--- config.mk ---
export PLATFORM = sky130hd
export DESIGN_NAME = keypad_scanner
export DESIGN_NICKNAME = d
export VERILOG_FILES = /design/src/rtl/keypad_scanner.sv
export SDC_FILE = /design/constraint.sdc
export NUM_CORES = 1
export LEC_CHECK = 0
export ABC_AREA = 1
export CAP_MARGIN = 15
export CORE_ASPECT_RATIO = 0.75
export CORE_UTILIZATION = 30
export DETAILED_ROUTE_END_ITERATION = 6
export PLACE_DENSITY = 0.46
export SLEW_MARGIN = 20
export SYNTH_ARGS = -nofsm -noshare
export SYNTH_HDL_FRONTEND = slang
export SYNTH_SLANG_ARGS = --single-unit
--- constraint.sdc ---
create_clock -name clk -period 2.4 [get_ports clk]
set_clock_uncertainty 0.2 [all_clocks]
set_input_delay 0.48 -clock clk [delete_from_list [all_inputs] [get_ports clk]]
set_output_delay 0.48 -clock clk [all_outputs]
set_load 0.01 [all_outputs]
--- src/rtl/keypad_scanner.sv ---
// keypad_scanner
//   Scans a 4x4 hex keypad: drives one column low at a time, samples the
//   active-low rows, debounces whole-matrix frames and turns each accepted
//   single-key press into a hex digit that is shifted into a 16-bit entry word.
//
//   Optional feature macro: KEYPAD_AUTOREPEAT_EN (auto-repeat while held).
//
// Ports
//   clk        system clock
//   rst        asynchronous active-high reset
//   row_in     row sense, active-low, asynchronous to clk
//   clear      synchronous clear of entry
//   col_out    column drive, one-cold active-low
//   key_valid  one-cycle pulse per accepted key
//   key_code   code of the last accepted key (4*row + col)
//   entry      last four accepted digits, newest in [3:0]
module keypad_scanner #(
   parameter int SCAN_DIV        = 1000,
   parameter int DEBOUNCE_FRAMES = 4,
   parameter int REPEAT_FRAMES   = 32
) (
   input  logic        clk,
   input  logic        rst,
   input  logic [3:0]  row_in,
   input  logic        clear,
   output logic [3:0]  col_out,
   output logic        key_valid,
   output logic [3:0]  key_code,
   output logic [15:0] entry
);

   localparam int TW = $clog2(SCAN_DIV);
   localparam int CW = $clog2(DEBOUNCE_FRAMES + 1);

   // Sampling happens SCAN_DIV-1 cycles after a column change; the 2-flop
   // synchronizer needs at least 2 of those cycles for settled rows.
   if (SCAN_DIV < 4 || DEBOUNCE_FRAMES < 1 || REPEAT_FRAMES < 1) begin : g_param_check
      $error("keypad_scanner: SCAN_DIV must be >= 4, frame counts >= 1");
   end

   typedef enum logic [1:0] {IDLE, CAND, PRESSED, RELEASE} state_t;

   logic [TW-1:0] timer;
   logic [1:0]    col_idx;
   logic [3:0]    sync1, sync2;
   logic [15:0]   frame, frame_now;
   logic          tick, frame_end, none, single;
   logic [3:0]    key_k;

   state_t        state, state_nxt;
   logic [CW-1:0] cnt, cnt_nxt;
   logic [3:0]    cand, cand_nxt;
   logic          accept;
   logic [3:0]    acc_code;

   assign tick      = (timer == TW'(SCAN_DIV - 1));
   assign frame_end = tick && (col_idx == 2'd3);
   assign col_out   = ~(4'b0001 << col_idx);

   // ---------------- scan timer, column rotation, synchronizer, frame image
   always_ff @(posedge clk or posedge rst) begin
      if (rst) begin
         timer   <= '0;
         col_idx <= 2'd0;
         sync1   <= 4'hF;
         sync2   <= 4'hF;
         frame   <= '0;
      end else begin
         sync1 <= row_in;
         sync2 <= sync1;
         if (tick) begin
            timer   <= '0;
            col_idx <= col_idx + 2'd1;
            // frame bit index {row, col} equals code 4*r+c; stored active-high
            for (int r = 0; r < 4; r++)
               frame[{r[1:0], col_idx}] <= ~sync2[r];
         end else begin
            timer <= timer + 1'b1;
         end
      end
   end

   // At frame end the last column is being sampled this very cycle, so
   // classify on the stored image with column 3 replaced by the live sample.
   always_comb begin
      frame_now = frame;
      for (int r = 0; r < 4; r++)
         frame_now[{r[1:0], 2'd3}] = ~sync2[r];
   end

   assign none   = (frame_now == 16'd0);
   assign single = !none && ((frame_now & (frame_now - 16'd1)) == 16'd0);

   always_comb begin
      key_k = 4'd0;
      for (int i = 0; i < 16; i++)
         if (frame_now[i]) key_k = i[3:0];
   end

   // ---------------- debounce FSM
`ifdef KEYPAD_AUTOREPEAT_EN
   localparam int RW = $clog2(REPEAT_FRAMES + 1);
   logic [RW-1:0] rpt, rpt_nxt;
`endif

   always_ff @(posedge clk or posedge rst) begin
      if (rst) begin
         state <= IDLE;
         cnt   <= '0;
         cand  <= 4'd0;
`ifdef KEYPAD_AUTOREPEAT_EN
         rpt   <= '0;
`endif
      end else begin
         state <= state_nxt;
         cnt   <= cnt_nxt;
         cand  <= cand_nxt;
`ifdef KEYPAD_AUTOREPEAT_EN
         rpt   <= rpt_nxt;
`endif
      end
   end

   always_comb begin
      state_nxt = state;
      cnt_nxt   = cnt;
      cand_nxt  = cand;
      accept    = 1'b0;
      acc_code  = cand;
`ifdef KEYPAD_AUTOREPEAT_EN
      rpt_nxt   = rpt;
`endif
      if (frame_end) begin
`ifdef KEYPAD_AUTOREPEAT_EN
         rpt_nxt = '0;   // any frame that is not a repeat-qualifying hold restarts
`endif
         case (state)
            IDLE: begin
               if (single) begin
                  cand_nxt = key_k;
                  if (DEBOUNCE_FRAMES == 1) begin
                     accept    = 1'b1;
                     acc_code  = key_k;
                     state_nxt = PRESSED;
                  end else begin
                     cnt_nxt   = CW'(1);
                     state_nxt = CAND;
                  end
               end
            end
            CAND: begin
               if (single && key_k == cand) begin
                  cnt_nxt = cnt + 1'b1;
                  if (cnt_nxt == CW'(DEBOUNCE_FRAMES)) begin
                     accept    = 1'b1;
                     state_nxt = PRESSED;
                  end
               end else if (single) begin
                  cand_nxt = key_k;
                  cnt_nxt  = CW'(1);
               end else begin
                  state_nxt = IDLE;
               end
            end
            PRESSED: begin
               if (none) begin
                  cnt_nxt   = CW'(1);
                  state_nxt = (DEBOUNCE_FRAMES == 1) ? IDLE : RELEASE;
               end
`ifdef KEYPAD_AUTOREPEAT_EN
               else if (single && key_k == cand) begin
                  if (rpt == RW'(REPEAT_FRAMES - 1)) accept = 1'b1;
                  else                                rpt_nxt = rpt + 1'b1;
               end
`endif
            end
            RELEASE: begin
               if (none) begin
                  cnt_nxt = cnt + 1'b1;
                  if (cnt_nxt == CW'(DEBOUNCE_FRAMES)) state_nxt = IDLE;
               end else begin
                  state_nxt = PRESSED;
               end
            end
            default: state_nxt = IDLE;
         endcase
      end
   end

   // ---------------- accept outputs
   always_ff @(posedge clk or posedge rst) begin
      if (rst) begin
         key_valid <= 1'b0;
         key_code  <= 4'd0;
         entry     <= 16'd0;
      end else begin
         key_valid <= accept;
         if (accept) begin
            key_code <= acc_code;
            entry    <= clear ? {12'h000, acc_code} : {entry[11:0], acc_code};
         end else if (clear) begin
            entry <= 16'd0;
         end
      end
   end

endmodule

==> results of run 1 <==
power by group:
part | internal, µW | switching, µW
clock network | 992 | 462
registers | 1060 | 3.79
logic | 75.0 | 97.8
total | 2130 | 564
registers in the layout, indices dropped and copies added (netlist names):
signal / count
key_valid: 1
col_idx: 2
sync1: 4
frame: 12
key_code: 4
acc_code: 4
state: 2
cnt: 3
entry: 16
timer: 10
sync2: 4
final cells by class:
class	instances	area [µm²]	share of cell area, %
Tap cell	136	170.2	3.517
Clock buffer	13	270.3	5.586
Inverter	61	239.0	4.939
Multi-Input combinational cell	288	1699	35.12
Sequential cell	62	1562	32.27
Timing Repair Buffer	93	833.3	17.22
Clock inverter	3	65.06	1.345
through the flow:
step	std cells	setup WS [ns]	util, %	setup TNS [ns]
floorplan	416	0.008565	-	0
global placement	630	-0.4001	39.75	-5.863
detailed placement	630	-0.3916	39.75	-5.467
CTS	654	-0.1113	45.10	-1.887
global route	656	-0.2514	46.30	-5.625
finish	656	-0.1100	46.30	-1.471
cell usage in the layout, fill, tap and decap left out, types with 3 or more instances in the layout:
cell type        count
clkdlybuf4s50_1     30
nand4_1             11
clkbuf_8             3
o21ai_0             22
dfstp_2              8
nand3_2              7
o21ai_2              5
ha_1                 7
nand2_1             94
xor2_1               4
clkbuf_16            9
nand2_2             10
nor3_1               9
buf_6                6
nor2_2               5
nor2_1              26
o21ai_1             17
nand2_4              5
inv_2                6
inv_1               52
dfrtp_1             54
buf_4               53
nor2_4               5
a21oi_2              3
nand3_1             25
a21oi_1             10
worst max-delay path by stage:
stage                        from  cells past startpoint                      end  slack (ns)
6_report       sync2[0]$_DFF_PP1_                     13  acc_code[2]$_DFFE_PP0P_       -0.11
3_3_place_gp   sync2[0]$_DFF_PP1_                     13  acc_code[0]$_DFFE_PP0P_       -0.40
4_1_cts        sync2[0]$_DFF_PP1_                     14    entry[14]$_DFFE_PP0P_       -0.11
2_1_floorplan  sync2[2]$_DFF_PP1_                     12    entry[12]$_DFFE_PP0P_       0.009
5_1_grt        sync2[0]$_DFF_PP1_                     14  acc_code[0]$_DFFE_PP0P_       -0.25
3_5_place_dp   sync2[0]$_DFF_PP1_                     13  acc_code[3]$_DFFE_PP0P_       -0.39
kinds of logic after synthesis:
kind of cell,count (synthesis),synth area share [%]
simple gates,211,29.64
compound gates,66,11.23
buf+inv,66,7.914
flops,62,47.49
fa+ha+maj,7,2.664
xor+xnor,4,1.065
metal layers:
metal / global-route usage (%) / part of all wire (%) / vias to the layer above
met2: 22.80 / 43 / 31
met4: 5.589 / 1.3 / 0
met1: 23.64 / 53 / 1399
li1: - / - / 1555
met3: 4.310 / 2.8 / 8
met5: 0 / 0 / -
worst reg2reg max path, cell delays in order (launching register included):
cell      delay (ns)
dfstp_2         0.55
nand2_2         0.08
nor2_4          0.16
nand2_2         0.10
nor3_4          0.22
nand3_2         0.12
nand2_1         0.08
nand4_1         0.07
nand3b_1        0.21
nor2_4          0.15
and3_4          0.24
nand3_4         0.10
nand2_1         0.08
nand2_1         0.05
what timing repair did:
action / 4_1_cts / 5_1_grt
endpoints found under the setup margin: 28 / 31
pin swaps: 16 / 13
gates cloned: 1 / 0
hold buffers: 0 / 0
endpoints found under the hold margin: 0 / 0
setup buffers: 7 / 2
gates resized for setup: 45 / 31
==> key figures, run 1 <==
Worst setup path
  – CP most frequent cell: nand2_1
  – Critical path's top delay family: simple AND/OR/NAND/NOR gates
  – R2R depth: 13
  – Worst EP required: 2.42 ns
  – Max stage delay cell, worst path: dfstp_2
  – Startpoint Class: flop
  – CP Data Arrival Time: 2.53 ns
  – Sum of buffers and inverters on the critical path: 0
  – Crit path max fanout: 5
  – Critical-path cell list: nand2_2 -> nor2_4 -> nand2_2 -> nor3_4 -> nand3_2 -> nand2_1 -> nand4_1 -> nand3b_1 -> nor2_4 -> and3_4 -> nand3_4 -> nand2_1 -> nand2_1
  – Max incr delay on CP: 0.55 ns
  – Register-to-register setup slack: -0.11 ns
  – Crit. End Element: flop
  – Path type of the worst setup path: reg -> reg
  – Critical R2R Launch: sync2[0]$_DFF_PP1_
  – RR Endpoint: acc_code[2]$_DFFE_PP0P_

Die
  – IO Count: 32
  – Core area: 0.01045 mm²
  – Die Height: 92.67 µm
  – Initial Util: 31.47%
  – # rows: 32
  – Die area: 0.01139 mm²
  – Chip width: 122.9 µm

Detailed routing
  – DRC viols: 0
  – Initial DRC Count: 125
  – DR vias/cell: 4.563
  – Final ANT Viol Nets: 0
  – Drt total wl: 8407 µm
  – Via count: 2993
  – First-pass iteration count of the detailed router: 4
  – WL per Instance: 12.82 µm

Yosys
  – Synthesized instance count: 416
  – Top post-synthesis cells by area: dfrtp_1 (41%), nand2_1 (12%), dfstp_2 (6.4%)
  – Count leader, synth: nand2_1
  – Async set-reset flop share out of synthesis: 100.0%
  – Syn Std Cell Area: 0.003288 mm²
  – Main synth FF type: dfrtp_1
  – Post-synth top cells: nand2_1 (106), inv_1 (56), dfrtp_1 (54)
  – Post-synth cell types: 38
  – Mean Syn Cell Area: 7.904 µm²
  – FF+latch count, synth: 62
  – Sequential share of the synthesized area: 47.49%
  – Top-area cell type share of the netlist area: 41.10%
  – YS warnings: 0
  – Top cell type by total area after synthesis: dfrtp_1
  – Post-synth EDFFs: 0
  – Post-Syn Nets: 430

Min path
  – Hold Path Class: reg -> reg
  – Min-Delay Endpoint: sync2[0]$_DFF_PP1_
  – Hold Path Cell Cnt: 0
  – Hold path start: sync1[0]$_DFF_PP1_

Cells and area
  – Fillers: 1032
  – Syn-to-layout area delta: 47.15%
  – Share of cells above drive strength 1: 28.85%
  – Non-Filler Cell Area, Final: 0.004838 mm²
  – N_diodes: 0
  – Final #Nets: 529

Global routing
  – Total congestion overflow: 0
  – First-pass GRT wire length: 14070 µm
  – Overall routing resource usage: 16.23%
  – Vias in the first global route: 2865
  – Initial antenna violation count: 0
  – Largest net degree at the start of global routing: 23

STA
  – Minimum clock period: 2.510 ns
  – Final setup margin: -0.1100 ns
  – WHS: 0.1472 ns
  – Max Slew Vio Count: 0
  – Max Freq: 0.3984 GHz
  – Setup violations, final: 24
  – RSZ-0062 raised after global routing: yes
  – Slew @ Worst Pin: 0.4822 ns
  – Hold Violations, Final: 0
  – Rel. slew slack: 67.80%
  – Fin crit share: 104.6%

Clocking
  – Clock-pin slew on the worst setup and hold paths: 0.06 ns
  – CTS H-tree depth: 3
  – # clock sinks: 62
  – Root Buffer: clkbuf_16
  – Clock Path Buffers: 2
  – Inserted Clock Buffers: 9
  – Clk Latency, worst-skew pair: 0.33 ns
  – CTS tree: built

Pwr
  – Worst vdd ir: 279.5 µV
  – LEAKAGE: 0.002265 µW
  – Pwr/cell area: 555.9 mW/mm²
  – Final Power: 2690 µW

Placement
  – Port Buffers: 31
  – Post-DP HPWL: 6106 µm
  – Placer Congestion: 0.7851
  – Total placed instance area: 0.004154 mm²

Status
  – Failing checks: negative setup slack
  – Status: complete, but fails checks

Job
  – Max-cap check violation count: 0
Note: power is estimated with default switching activity, not from simulation.
==> run 2: changes to the inputs <==
--- a/config.mk
+++ b/config.mk
@@ -5,7 +5,6 @@
 export SDC_FILE = /design/constraint.sdc
 export NUM_CORES = 1
 export LEC_CHECK = 0
-export ABC_AREA = 1
 export CAP_MARGIN = 15
 export CORE_ASPECT_RATIO = 0.75
 export CORE_UTILIZATION = 30
==> key figures, run 2 <==
Global routing
  – First-pass GRT wire length: 12850 µm (was 14070 µm)
  – Initial antenna violation count: 0 (unchanged)
  – Largest net degree at the start of global routing: 28 (was 23)
  – Total congestion overflow: 0 (unchanged)
  – Vias in the first global route: 2515 (was 2865)
  – Overall routing resource usage: 15.39% (was 16.23%)

Worst setup path
  – Crit. End Element: flop (unchanged)
  – Critical R2R Launch: sync2[0]$_DFF_PP1_ (unchanged)
  – RR Endpoint: cnt[0]$_DFFE_PP0P_ (was acc_code[2]$_DFFE_PP0P_)
  – R2R depth: 7 (was 13)
  – Worst EP required: 2.41 ns (was 2.42 ns)
  – Path type of the worst setup path: reg -> reg (unchanged)
  – Startpoint Class: flop (unchanged)
  – Register-to-register setup slack: -0.53 ns (was -0.11 ns)
  – CP Data Arrival Time: 2.94 ns (was 2.53 ns)
  – Crit path max fanout: 4 (was 5)

Die
  – IO Count: 32 (unchanged)
  – Initial Util: 30.90% (was 31.47%)
  – Die Height: 91.16 µm (was 92.67 µm)
  – # rows: 32 (unchanged)
  – Chip width: 120.9 µm (was 122.9 µm)
  – Core area: 0.01029 mm² (was 0.01045 mm²)
  – Die area: 0.01102 mm² (was 0.01139 mm²)

Cells and area
  – Most common cell after layout, fill and taps aside: buf_4 (was nand2_1)
  – Commonest cells after routing, fill and taps aside: buf_4 (60), dfrtp_1 (54), clkdlybuf4s50_1 (31) (was nand2_1 (94), dfrtp_1 (54), buf_4 (53))
  – Final #Nets: 415 (was 529)
  – N_diodes: 0 (unchanged)
  – Share of cells above drive strength 1: 30.05% (was 28.85%)
  – Fillers: 961 (was 1032)
  – Syn-to-layout area delta: 46.44% (was 47.15%)
  – Multi-input gate area: 0.001619 mm² (was 0.001699 mm²)
  – Max FFs per register: 16 (unchanged)
  – Top Registers: entry x16, frame x12, timer x10 (unchanged)
  – Sequential cell area: 0.001562 mm² (unchanged)
  – Top reg by flops: entry (unchanged)

Min path
  – Hold path start: sync1[1]$_DFF_PP1_ (was sync1[0]$_DFF_PP1_)
  – Hold Path Class: reg -> reg (unchanged)
  – Min-Delay Endpoint: sync2[1]$_DFF_PP1_ (was sync2[0]$_DFF_PP1_)
  – Hold Path Cell Cnt: 0 (unchanged)

Status
  – Failing checks: negative setup slack (unchanged)
  – Status: complete, but fails checks (unchanged)

Yosys
  – Top cell type by total area after synthesis: dfrtp_1 (unchanged)
  – Count leader, synth: dfrtp_1 (was nand2_1)
  – Main synth FF type: dfrtp_1 (unchanged)
  – FF+latch count, synth: 62 (unchanged)
  – YS warnings: 0 (unchanged)
  – Top-area cell type share of the netlist area: 42.50% (was 41.10%)
  – Synthesized instance count: 299 (was 416)
  – Post-synth cell types: 57 (was 38)
  – Top post-synthesis cells by area: dfrtp_1 (43%), dfstp_2 (6.6%), mux2i_1 (6.6%) (was dfrtp_1 (41%), nand2_1 (12%), dfstp_2 (6.4%))
  – Post-synth EDFFs: 0 (unchanged)
  – Post-synth top cells: dfrtp_1 (54), nand2_1 (28), nand2b_1 (25), o21ai_0 (25), mux2i_1 (21) (was nand2_1 (106), inv_1 (56), dfrtp_1 (54))
  – Post-Syn Nets: 313 (was 430)
  – Sequential share of the synthesized area: 49.11% (was 47.49%)
  – Syn Std Cell Area: 0.003179 mm² (was 0.003288 mm²)
  – Mean Syn Cell Area: 10.63 µm² (was 7.904 µm²)
  – Async set-reset flop share out of synthesis: 100.0% (unchanged)

STA
  – Setup violations, final: 30 (was 24)
  – RSZ-0062 raised after global routing: yes (unchanged)
  – Max Slew Vio Count: 0 (unchanged)
  – Minimum clock period: 2.930 ns (was 2.510 ns)
  – Hold Violations, Final: 0 (unchanged)
  – Final setup margin: -0.5298 ns (was -0.1100 ns)
  – Slew @ Worst Pin: 0.4557 ns (was 0.4822 ns)
  – Max Freq: 0.3413 GHz (was 0.3984 GHz)
  – Rel. slew slack: 69.52% (was 67.80%)
  – Fin crit share: 122.1% (was 104.6%)
  – WHS: 0.1522 ns (was 0.1472 ns)

Job
  – Max-cap check violation count: 0 (unchanged)

Clocking
  – CTS H-tree depth: 3 (unchanged)
  – CTS tree: built (unchanged)
  – Clock Path Buffers: 2 (unchanged)
  – Clock-pin slew on the worst setup and hold paths: 0.05 ns (was 0.06 ns)
  – Inserted Clock Buffers: 9 (unchanged)
  – Clk Latency, worst-skew pair: 0.33 ns (about the same)
  – # clock sinks: 62 (unchanged)
  – Root Buffer: clkbuf_16 (unchanged)

Pwr
  – Internal power: 2062 µW (was 2126 µW)
  – LEAKAGE: 0.001991 µW (was 0.002265 µW)
  – Sw Share: 20.84% (was 20.96%)
  – NetSw: 543.0 µW (was 563.7 µW)
  – Clk pwr share: 53.8% (was 54.1%)
  – Pwr/cell area: 559.6 mW/mm² (was 555.9 mW/mm²)
  – Worst vdd ir: 424.0 µV (was 279.5 µV)
  – Reg power frac: 40.9% (was 39.5%)
  – Comb power frac: 5.3% (was 6.4%)

Detailed routing
  – Final ANT Viol Nets: 0 (unchanged)
  – Initial DRC Count: 121 (was 125)
  – DRC viols: 0 (unchanged)
  – Via count: 2531 (was 2993)
  – DR vias/cell: 4.670 (was 4.563)
  – Drt total wl: 7759 µm (was 8407 µm)
  – WL per Instance: 14.32 µm (was 12.82 µm)
  – First-pass iteration count of the detailed router: 4 (unchanged)

Placement
  – Port Buffers: 31 (unchanged)
  – Placer Congestion: 0.7860 (was 0.7851)
  – Place WS: -0.5227 ns (was -0.3916 ns)
  – Post-DP HPWL: 5570 µm (was 6106 µm)
## run 2: changes by cell type in the layout (fill, tap and decap cells not counted), sizes merged, moves of 9 or more
| cell | change |
|---|---|
| o21ai | -19 |
| a21oi | -9 |
| nor2 | -26 |
| mux2i | +21 |
| nand2b | +25 |
| nand4 | -10 |
| nand3 | -26 |
| inv | -41 |
| nand2 | -81 |
| nor3 | -12 |
## run 2: timing repair
| action | in CTS | in global routing |
|---|---|---|
| endpoints found under the setup margin | 30 | 30 |
| hold buffers | 0 | 0 |
| gates resized for setup | 14 | 11 |
| pin swaps | 5 | 5 |
| gates cloned | 0 | 1 |
| setup buffers | 6 | 2 |
## run 2: how the worst max path moves through the flow
| stage | from | to | slack [ns] | depth (start not counted) |
|---|---|---|---|---|
| floorplan | sync2[0]$_DFF_PP1_ | key_code[0]$_DFFE_PP0P_ | -0.44 | 7 |
| global placement | sync2[0]$_DFF_PP1_ | cnt[0]$_DFFE_PP0P_ | -0.55 | 8 |
| detailed placement | sync2[0]$_DFF_PP1_ | cnt[0]$_DFFE_PP0P_ | -0.52 | 7 |
| CTS | sync2[0]$_DFF_PP1_ | cnt[0]$_DFFE_PP0P_ | -0.52 | 7 |
| global route | sync2[0]$_DFF_PP1_ | key_code[2]$_DFFE_PP0P_ | -0.61 | 8 |
| finish | sync2[0]$_DFF_PP1_ | cnt[0]$_DFFE_PP0P_ | -0.53 | 7 |
## run 2: cell families after synthesis
group	count (synthesis)	synth area share (%)
AND/OR/NAND/NOR	108	21.17
flip-flops	62	49.11
AO/OA/AOI/OAI	58	11.77
buffers and inverters	27	3.660
multiplexers	27	8.737
XOR/XNOR	9	2.479
adder cells (fa/ha/maj)	8	3.070
## run 2: metrics by stage
stage | util (%) | instance area [µm²] | setup TNS, ns | instances | total power [µW]
floorplan | - | 3221 | -7.761 | 299 | 1146
global placement | 40.14 | 4130 | -11.62 | 517 | 1211
detailed placement | 40.14 | 4130 | -12.61 | 517 | 1211
CTS | 44.33 | 4562 | -11.87 | 539 | 2638
global route | 45.25 | 4656 | -15.62 | 542 | 2707
finish | 45.25 | 4656 | -12.67 | 542 | 2605
## run 2: cell type report
class | count | share of cell area (%)
Inverter | 18 | 1.451
Clock buffer | 10 | 5.133
Tap cell | 136 | 3.655
Multi-Input combinational cell | 210 | 34.78
Timing Repair Buffer | 100 | 19.62
Clock inverter | 6 | 1.827
Sequential cell | 62 | 33.54
## run 2: worst max-delay path, cell delays in order (launching register included)
cell       delay, ns
dfstp_2         0.55
or4b_4          0.50
a2111oi_4       0.25
buf_4           0.18
o21bai_4        0.07
or4_4           0.42
o32a_1          0.36
o31a_1          0.29
## run 2: metal layers
layer  vias up  global-route usage, %  part of all wire, %
li1       1275                      -                    -
met2        51                  22.05                   42
met5         -                      0                    0
met1      1196                  21.93                   53
met3         9                  4.397                  4.1
met4         0                  5.247                  1.4
## run 2: power groups by stage
| stage | Combinational, µW | Clock [µW] | Sequential, µW |
|---|---|---|---|
| after floorplan | 66.2 | 0 | 1080 |
| after global placement | 128 | 0 | 1080 |
| after detailed placement | 128 | 0 | 1080 |
| after CTS | 135 | 1440 | 1060 |
| after global routing | 153 | 1490 | 1060 |
| final | 139 | 1400 | 1060 |
==> run 3: changes to the inputs <==
--- a/config.mk
+++ b/config.mk
@@ -7,6 +7,7 @@
 export LEC_CHECK = 0
 export CAP_MARGIN = 15
 export CORE_ASPECT_RATIO = 0.75
+export CORE_MARGIN = 1.5
 export CORE_UTILIZATION = 30
 export DETAILED_ROUTE_END_ITERATION = 6
 export PLACE_DENSITY = 0.46
==> key figures, run 3 (synthesized netlist as in run 2, its figures left out) <==
Die
  – Core area: 0.01029 mm² (unchanged)
  – # rows: 32 (unchanged)
  – Die Height: 92.16 µm (was 91.16 µm)
  – Initial Util: 30.90% (unchanged)
  – Die area: 0.01123 mm² (was 0.01102 mm²)
  – Chip width: 121.9 µm (was 120.9 µm)
  – IO Count: 32 (unchanged)

Worst setup path
  – CP Capture Point: cnt[0]$_DFFE_PP0P_ (unchanged)
  – Crit path max fanout: 4 (unchanged)
  – Critical R2R Launch: sync2[0]$_DFF_PP1_ (unchanged)
  – Crit. End Element: flop (unchanged)
  – CP Data Arrival Time: 2.89 ns (was 2.94 ns)
  – Register-to-register setup slack: -0.48 ns (was -0.53 ns)
  – Path type of the worst setup path: reg -> reg (unchanged)
  – Startpoint Class: flop (unchanged)
  – Crit path from: sync2[0]$_DFF_PP1_ (unchanged)
  – RR Endpoint: cnt[0]$_DFFE_PP0P_ (unchanged)
  – Worst EP required: 2.42 ns (was 2.41 ns)
  – R2R depth: 7 (unchanged)

STA
  – Slew @ Worst Pin: 0.4277 ns (was 0.4557 ns)
  – Minimum clock period: 2.878 ns (was 2.930 ns)
  – Max Slew Vio Count: 0 (unchanged)
  – RSZ-0062 raised after global routing: yes (unchanged)
  – Fin crit share: 119.9% (was 122.1%)
  – Final setup margin: -0.4780 ns (was -0.5298 ns)
  – Rel. slew slack: 71.40% (was 69.52%)
  – Setup TNS: -10.52 ns (was -12.67 ns)
  – Max Freq: 0.3475 GHz (was 0.3413 GHz)
  – WHS: 0.1537 ns (was 0.1522 ns)
  – Setup violations, final: 30 (unchanged)
  – Hold Violations, Final: 0 (unchanged)

Global routing
  – Vias in the first global route: 2445 (was 2515)
  – Initial antenna violation count: 0 (unchanged)
  – Largest net degree at the start of global routing: 35 (was 28)
  – First-pass GRT wire length: 12320 µm (was 12850 µm)
  – Overall routing resource usage: 14.34% (was 15.39%)
  – Total congestion overflow: 0 (unchanged)

Cells and area
  – Share of cells above drive strength 1: 30.10% (was 30.05%)
  – Top reg by flops: entry (unchanged)
  – Multi-input gate area: 0.001593 mm² (was 0.001619 mm²)
  – Final #Nets: 421 (was 415)
  – Max FFs per register: 16 (unchanged)
  – Syn-to-layout area delta: 47.93% (was 46.44%)
  – Top Registers: entry x16, frame x12, timer x10 (unchanged)
  – N_diodes: 0 (unchanged)
  – Fillers: 984 (was 961)
  – Post-Route Utilization: 45.71% (was 45.25%)
  – Commonest cells after routing, fill and taps aside: buf_4 (70), dfrtp_1 (54), clkdlybuf4s50_1 (31) (was buf_4 (60), dfrtp_1 (54), clkdlybuf4s50_1 (31))
  – Sequential cell area: 0.001562 mm² (unchanged)
  – Most common cell after layout, fill and taps aside: buf_4 (unchanged)

Clocking
  – Root Buffer: clkbuf_16 (unchanged)
  – Clock-pin slew on the worst setup and hold paths: 0.05 ns (about the same)
  – CTS H-tree depth: 3 (unchanged)
  – Inserted Clock Buffers: 9 (unchanged)
  – Clk Latency, worst-skew pair: 0.33 ns (about the same)
  – # clock sinks: 62 (unchanged)
  – CTS tree: built (unchanged)
  – Hold Buf Count CTS: 0 (unchanged)
  – Clock Path Buffers: 2 (unchanged)

Placement
  – Placer Congestion: 0.8600 (was 0.7860)
  – Port Buffers: 31 (unchanged)
  – Place WS: -0.4752 ns (was -0.5227 ns)
  – Post-DP HPWL: 5515 µm (was 5570 µm)

Detailed routing
  – DR vias/cell: 4.562 (was 4.670)
  – Initial DRC Count: 67 (was 121)
  – WL per Instance: 13.66 µm (was 14.32 µm)
  – Via count: 2500 (was 2531)
  – DRC viols: 0 (unchanged)
  – Drt total wl: 7486 µm (was 7759 µm)
  – Final ANT Viol Nets: 0 (unchanged)
  – First-pass iteration count of the detailed router: 4 (unchanged)

Pwr
  – LEAKAGE: 0.002038 µW (was 0.001991 µW)
  – Worst vdd ir: 339.5 µV (was 424.0 µV)
  – Pwr/cell area: 595.1 mW/mm² (was 559.6 mW/mm²)

Status
  – Status: complete, but fails checks (unchanged)
  – Failing checks: negative setup slack (unchanged)

Job
  – Max-cap check violation count: 0 (unchanged)

Min path
  – Hold Path Class: reg -> reg (unchanged)
[run 3: cell count changes in the layout (fill, tap and decap cells not counted), sizes merged]
cell,delta
clkbuf,-1
clkinvlp,-1
inv,+1
bufinv,+2
buf,+6
clkinv,-1
[run 3: how the worst min path moves through the flow]
stage | from | to | slack, ns | cells past startpoint
floorplan | sync1[0]$_DFF_PP1_ | sync2[0]$_DFF_PP1_ | 0.15 | 0
global placement | sync1[3]$_DFF_PP1_ | sync2[3]$_DFF_PP1_ | 0.15 | 0
detailed placement | sync1[1]$_DFF_PP1_ | sync2[1]$_DFF_PP1_ | 0.15 | 0
CTS | sync1[3]$_DFF_PP1_ | sync2[3]$_DFF_PP1_ | 0.16 | 0
global route | sync1[3]$_DFF_PP1_ | sync2[3]$_DFF_PP1_ | 0.16 | 0
finish | sync1[3]$_DFF_PP1_ | sync2[3]$_DFF_PP1_ | 0.15 | 0
[run 3: through the flow]
| stage | power (µW) | cell area, µm² | std cells |
|---|---|---|---|
| after global placement | 1208 | 4180 | 522 |
| after CTS | 2832 | 4596 | 541 |
| final | 2799 | 4703 | 548 |
| after detailed placement | 1208 | 4180 | 522 |
| after floorplan | 1146 | 3221 | 299 |
| after global routing | 2895 | 4703 | 548 |
[run 3: cell type report]
class	count	share of cell area, %
Clock inverter	7	3.086
Inverter	18	1.437
Timing Repair Buffer	106	20.01
Sequential cell	62	33.20
Clock buffer	9	4.789
Tap cell	136	3.618
Multi-Input combinational cell	210	33.87
[run 3: repair_timing]
item / CTS / global route
pin swaps: 6 / 7
gates cloned: 0 / 1
resized for setup: 4 / 8
endpoints found under the setup margin: 30 / 30
setup buffers: 3 / 6
hold endpoints to repair: 0 / 0
[run 3: critical path: stages (launching register included)]
cell,delay (ns)
dfstp_2,0.54
or4b_4,0.50
a2111oi_4,0.23
buf_4,0.18
o21bai_4,0.07
or4_4,0.42
o32a_1,0.34
o31a_1,0.29
[run 3: routing by layer]
layer | global-route usage (%) | wire length, µm | vias up | share of wire, %
li1 | - | - | 1283 | -
met4 | 6.176 | 138 | 0 | 1.8
met2 | 19.05 | 2977 | 40 | 40
met3 | 3.918 | 318 | 12 | 4.2
met1 | 21.32 | 4051 | 1165 | 54
met5 | 0 | 0 | - | 0
[run 3: report_power, final]
| group | internal [µW] | total (µW) | leakage [µW] | switching [µW] |
|---|---|---|---|---|
| clock network | 1120 | 1600 | 0.000176 | 477 |
| logic | 70.4 | 135 | 0.00104 | 64.4 |
| registers | 1060 | 1060 | 0.000824 | 5.54 |
